[config.mk]
export PLATFORM = sky130hd
export DESIGN_NAME = sipo_rx
export DESIGN_NICKNAME = d
export VERILOG_FILES = /design/src/rtl/sipo_rx.sv
export SDC_FILE = /design/constraint.sdc
export NUM_CORES = 1
export LEC_CHECK = 0
export ABC_AREA = 1
export ABC_CLOCK_PERIOD_IN_PS = 1300
export BUFFER_PORTS_ARGS = -buffer_cell sky130_fd_sc_hd__clkbuf_2
export CORE_UTILIZATION = 35
export CTS_BUF_LIST = sky130_fd_sc_hd__clkbuf_4 sky130_fd_sc_hd__clkbuf_8
export DETAILED_ROUTE_END_ITERATION = 6
export SLEW_MARGIN = 20
export SYNTH_ARGS = -nofsm -noshare
export SYNTH_HDL_FRONTEND = slang
export SYNTH_SLANG_ARGS = --single-unit
[constraint.sdc]
create_clock -name clk -period 1.3 [get_ports clk]
set_clock_uncertainty 0.05 [all_clocks]
set_input_delay 0.195 -clock clk [delete_from_list [all_inputs] [get_ports clk]]
set_output_delay 0.195 -clock clk [all_outputs]
set_load 0.01 [all_outputs]
[src/rtl/sipo_rx.sv]
// sipo_rx: serial-in, parallel-out frame receiver.
// Collects `size` bits LSB first while en=1, frame start marked by sync,
// and presents each completed word on dout with a valid/ack handshake.
// Ports:
//   clk, rstn       clock, asynchronous active-low reset
//   en              bit strobe qualifying si and sync
//   si              serial data bit
//   sync            current bit is bit 0 of a new frame
//   ack             consumer accepts dout while dout_valid=1
//   dout            last completed word
//   dout_valid      dout holds an unconsumed word
//   busy            frame partially received
//   ovr             sticky overrun (word overwritten before ack)
//   sync_err        one-cycle pulse after a frame is aborted by early sync
module sipo_rx #(
    parameter int unsigned size = 4
) (
    input  logic            clk,
    input  logic            rstn,
    input  logic            en,
    input  logic            si,
    input  logic            sync,
    input  logic            ack,
    output logic [size-1:0] dout,
    output logic            dout_valid,
    output logic            busy,
    output logic            ovr,
    output logic            sync_err
);

    localparam int unsigned CW = $clog2(size + 1);

    typedef enum logic {
        IDLE = 1'b0,
        RECV = 1'b1
    } state_t;

    state_t          state;
    state_t          state_d;
    logic [CW-1:0]   cnt;
    logic [CW-1:0]   cnt_d;
    // Only the upper size-1 bits of the word are ever re-read: on the last
    // bit the word is assembled directly from si and these bits.
    logic [size-2:0] shreg;
    logic [size-1:0] shifted;
    logic            shift;
    logic            complete;
    logic            abort;
    logic            accept;

    assign shifted = {si, shreg};
    assign busy    = (state == RECV);
    assign accept  = ack && dout_valid;

    // Next-state and control decode
    always_comb begin
        state_d  = state;
        cnt_d    = cnt;
        shift    = 1'b0;
        complete = 1'b0;
        abort    = 1'b0;
        if (en) begin
            unique case (state)
                IDLE: begin
                    if (sync) begin
                        shift   = 1'b1;
                        cnt_d   = CW'(1);
                        state_d = RECV;
                    end
                end
                RECV: begin
                    if (sync) begin
                        // Early sync restarts the frame with this bit as bit 0
                        abort = 1'b1;
                        shift = 1'b1;
                        cnt_d = CW'(1);
                    end else if (cnt == CW'(size - 1)) begin
                        shift    = 1'b1;
                        complete = 1'b1;
                        cnt_d    = '0;
                        state_d  = IDLE;
                    end else begin
                        shift = 1'b1;
                        cnt_d = cnt + CW'(1);
                    end
                end
                default: state_d = IDLE;
            endcase
        end
    end

    // State register, shift register and bit counter
    always_ff @(posedge clk or negedge rstn) begin
        if (!rstn) begin
            state <= IDLE;
            cnt   <= '0;
            shreg <= '0;
        end else begin
            state <= state_d;
            cnt   <= cnt_d;
            if (shift) begin
                shreg <= shifted[size-1:1];
            end
        end
    end

    // Output word, handshake and status flags
    always_ff @(posedge clk or negedge rstn) begin
        if (!rstn) begin
            dout       <= '0;
            dout_valid <= 1'b0;
            ovr        <= 1'b0;
            sync_err   <= 1'b0;
        end else begin
            sync_err <= abort;
            if (complete) begin
                dout       <= shifted;
                dout_valid <= 1'b1;
                // Pending word either consumed this edge or lost
                if (dout_valid) begin
                    ovr <= !ack;
                end
            end else if (accept) begin
                dout_valid <= 1'b0;
                ovr        <= 1'b0;
            end
        end
    end

endmodule

# After elaboration in Yosys (flattened, before gate mapping)
# Index checks and enable logic that the tools add are counted.
[word_totals]
ff_bits = 14
word_cells = 37
output_inout_bits = 8
in_bits = 6
[op_classes]
muxes = 20
bitwise = 1
n_reduce_logical = 5
add_sub_neg = 1
eq_ne = 3
[ops]
columns = ["op", "n"]
rows = [
  ["$mux W1", 14],
  ["$mux W3", 3],
  ["$pmux W3 S2", 1],
  ["$ne A2 B2 Y1 const B", 2],
  ["$pmux W1 S2", 2],
  ["$reduce_and A2 Y1", 2],
  ["$add A3 B1 Y3 const B", 1],
  ["$eq A3 B2 Y1 const B", 1],
  ["$reduce_bool A2 Y1", 1],
  ["$logic_and A1 B1 Y1", 1],
  ["$logic_not A1 Y1", 1],
  ["$not A1 Y1", 1],
]

# Longest topological paths before layout
[depth]
word_depth = 7
mapped_depth = 6
mapped_depth_nobuf = 6

# Worst setup path before layout
# OpenSTA, ideal clock, no wires.
[synth_timing]
kind = "reg2reg"
startpoint = "reg cnt[0]"
endpoint = "reg dout[0]"
setup_slack_ns = 0.201
n_path_buf = 0
t_required_ns = 1.132
path_stages_with_launch = 7
synth_period_minus_slack_ns = 1.099
arrival_time_ns = 0.932
path_cell_list = "dfrtp_1 -> ha_1 -> inv_1 -> nor2_2 -> nand2_4 -> nand2_1 -> o21ai_2"
[synth_via]
elab_chain_cells = 5
[synth_lines]
columns = ["element", "line", "source"]
rows = [
  ["from (decl)", "40", "logic [CW-1:0] cnt;"],
  ["from (signal assigned)", "100", "cnt <= cnt_d;"],
  ["$eq A3 B2 Y1", "77", "end else if (cnt == CW'(size - 1)) begin"],
  ["$mux W1", "77", ""],
  ["$mux W1", "72", "if (sync) begin"],
  ["$mux W1", "63", "unique case (state)"],
  ["$mux W1", "62", "if (en) begin"],
  ["to (signal assigned)", "117", "dout <= shifted;"],
  ["to (decl)", "24", "output logic [size-1:0] dout,"],
]
# Every way passes these cells.
# A chain may end at the register's enable or synchronous reset.

# Final worst setup path
# Same ends and word-level chain as after synthesis.

==> flow_summary.json <==
{
  "insertion_delay_ns": 0.28,
  "yosysTopAreaCellShare_pct": 59.6,
  "hp-class": "primary input to flip-flop",
  "ys_types": 17,
  "die_x_um": 43.0,
  "die_h_um": 43.0,
  "placed_cell_area_sq_um": 673,
  "grt_setup_unrepaired": "no",
  "worstPathArrival_ns": 1.26,
  "ir_worst_vdd_uv": 971,
  "antenna_cells": 0,
  "num_rows": 14,
  "syn_area_per_cell_sq_um": 9.48,
  "drtAntennaViolNets": 0,
  "via_count": 463,
  "p_leak_nw": 0.398,
  "crit_fanout": 8,
  "tightest_slew_ns": 0.359,
  "numCtsBuffers": 3,
  "syn_to_final_growth_pct": 23.2,
  "p_total_mw": 1.31,
  "first_iter_violations": 7,
  "fmax_mhz": 885,
  "grt_util_all_layers_pct": 14.1,
  "htreeDepth": 1,
  "core_area_sq_mm": 0.00154,
  "yosys.area.top_type": "dfrtp_1",
  "synth_area_leaders": "dfrtp_1 (60%), nand2_1 (8.9%), inv_1 (7.7%)",
  "timing.final.crit_share_pct": 86.9,
  "io_pins": 14,
  "status": "finished, final reports clean",
  "setup_viol": 0,
  "postCtsSetupBuffers": 0,
  "hp-start": "ack",
  "grt_pass1_vias": 429,
  "initial_utilization_pct": 38.1,
  "fin_crit_ns": 1.13,
  "synth-seq-cells": 14,
  "yosysWarnings": 0,
  "vias_per_cell": 4.82,
  "syn_area_sq_um": 588,
  "layout-drive-gt1-share_pct": 27.5,
  "holdPathStages": 2,
  "antenna_found_initial": 0,
  "root_buffer": "clkbuf_4",
  "power.density_mw_per_mm2": 1810,
  "wl_per_cell_um": 10.9,
  "grt_max_degree": 15,
  "cts_tree": "done",
  "slew_headroom_pct": 76.1,
  "grt_pass1_wl_um": 1860,
  "reg2reg_depth": 6,
  "dp_hpwl_um": 772,
  "clkTransAtPathRegs_ns": 0.09,
  "holdWs_ns": 0.0561,
  "ys_seq_area_share_pct": 59.6,
  "slew_viol_final": 0,
  "r2r_start": "cnt[0]",
  "fillers": 163,
  "path_class": "flip-flop to flip-flop",
  "first_pass_iters": 4,
  "hold_viol": 0,
  "dieArea_sq_mm": 0.00185,
  "drc": 0,
  "postLayoutCellArea_sq_um": 724,
  "end_kind": "flip-flop",
  "start_kind": "flip-flop",
  "place.gp.congestion": 0.769,
  "drt-total-wl_um": 1050,
  "cts.sinks": 14,
  "portBuffers": 13,
  "tns_ns": 0,
  "grt_overflow_total": 0,
  "nets": 88,
  "syn-num-nets": 69,
  "post-route-util_pct": 47.0,
  "maxCapViolCount": 0,
  "ff2ff_setup_slack_ns": 0.17,
  "clockBufferDepth": 2,
  "hold_path_end": "dout_valid",
  "syn_inst": 62,
  "reg2reg_to": "dout[0]",
  "worstPathRequired_ns": 1.43
}
## synthesized netlist by cell type
cell      count
nand3_1       4
o211ai_1      1
o21ai_1       2
nor2_2        1
o21ai_0       4
o21ai_2       1
nor2_4        1
a21oi_1       1
nand2_2       1
ha_1          1
nand2_4       1
nand2_1      14
a211oi_1      1
dfrtp_1      14
a31oi_1       1
inv_1        12
nor2_1        2
## worst max-delay path, cell delays in order (launching register included)
cell     delay (ns)
dfrtp_1        0.36
ha_1           0.19
inv_1          0.08
nor2_4         0.14
nand2_4        0.10
nand2_1        0.08
o21ai_2        0.05
## registers in the layout, summed over array words and instances (netlist names)
signal,cells
dout,4
cnt,3
shreg,3
busy,1
dout_valid,1
ovr,1
sync_err,1
## cell usage in the layout (no fill, tap or decap)
master | synthesis | layout
inv_1 | 12 | 12
a211oi_1 | 1 | 1
nand2_4 | 1 | 1
o211ai_1 | 1 | 1
clkbuf_4 | 0 | 3
o21ai_0 | 4 | 4
o21ai_2 | 1 | 1
a21oi_1 | 1 | 1
nand2_1 | 14 | 14
clkbuf_2 | 0 | 13
nand3_1 | 4 | 4
a31oi_1 | 1 | 1
clkbuf_8 | 0 | 1
nor2_1 | 2 | 2
ha_1 | 1 | 1
nor2_4 | 1 | 2
dfrtp_1 | 14 | 14
o21ai_1 | 2 | 2
dlygate4sd3_1 | 0 | 1
nand2_2 | 1 | 1
## what timing repair did
item                                    in CTS  in global routing
endpoints found under the setup margin       0                  4
resized for setup                            0                  1
hold buffers                                 1                  0
endpoints found under the hold margin       14                  0
## logic make-up (layout without fill, tap and decap cells)
kind of cell	Yosys count	count (layout)	synth area share [%]
flops	14	14	59.6
buf+inv	12	30	7.66
fa+ha+maj	1	1	2.13
compound gates	11	11	11.1
simple gates	24	24	19.6
## layer usage
| layer | up-vias | track usage [%] | routed length, um |
|---|---|---|---|
| li1 | 231 | - | - |
| met1 | 216 | 16.8 | 492 |
| met2 | 14 | 21.8 | 472 |
| met3 | 2 | 8.09 | 74 |
| met4 | 0 | 3.64 | 12 |
| met5 | - | 0 | 0 |
## worst max path at each step
stage / from / end
after floorplan: cnt[0] / dout[0]
after global placement: cnt[1] / dout[0]
after detailed placement: cnt[0] / dout[0]
after CTS: cnt[0] / dout[0]
after global routing: cnt[0] / dout[0]
final: cnt[0] / dout[0]
## per-stage QoR
step	instances	worst slack [ns]
after floorplan	62	0.201
after global placement	91	0.150
after detailed placement	91	0.106
after CTS	96	0.102
after global routing	96	0.0468
final	96	0.171
## report_power, final
| group | switching (mW) | leakage (nW) | internal, mW |
|---|---|---|---|
| clock | 0.143 | 0.0210 | 0.170 |
| combinational | 0.219 | 0.200 | 0.151 |
| sequential | 0.0680 | 0.177 | 0.562 |
| total | 0.431 | 0.398 | 0.884 |
## cell type report
cell class / instances / area [sq um] / area share, %
tap: 16 / 20.0 / 2.76
multi-input combinational: 36 / 198 / 27.3
clock buffer: 4 / 36.3 / 5.01
sequential: 14 / 350 / 48.4
timing repair buffer: 14 / 75.1 / 10.4
inverter: 12 / 45.0 / 6.22
(Power assumes the default switching activity.)
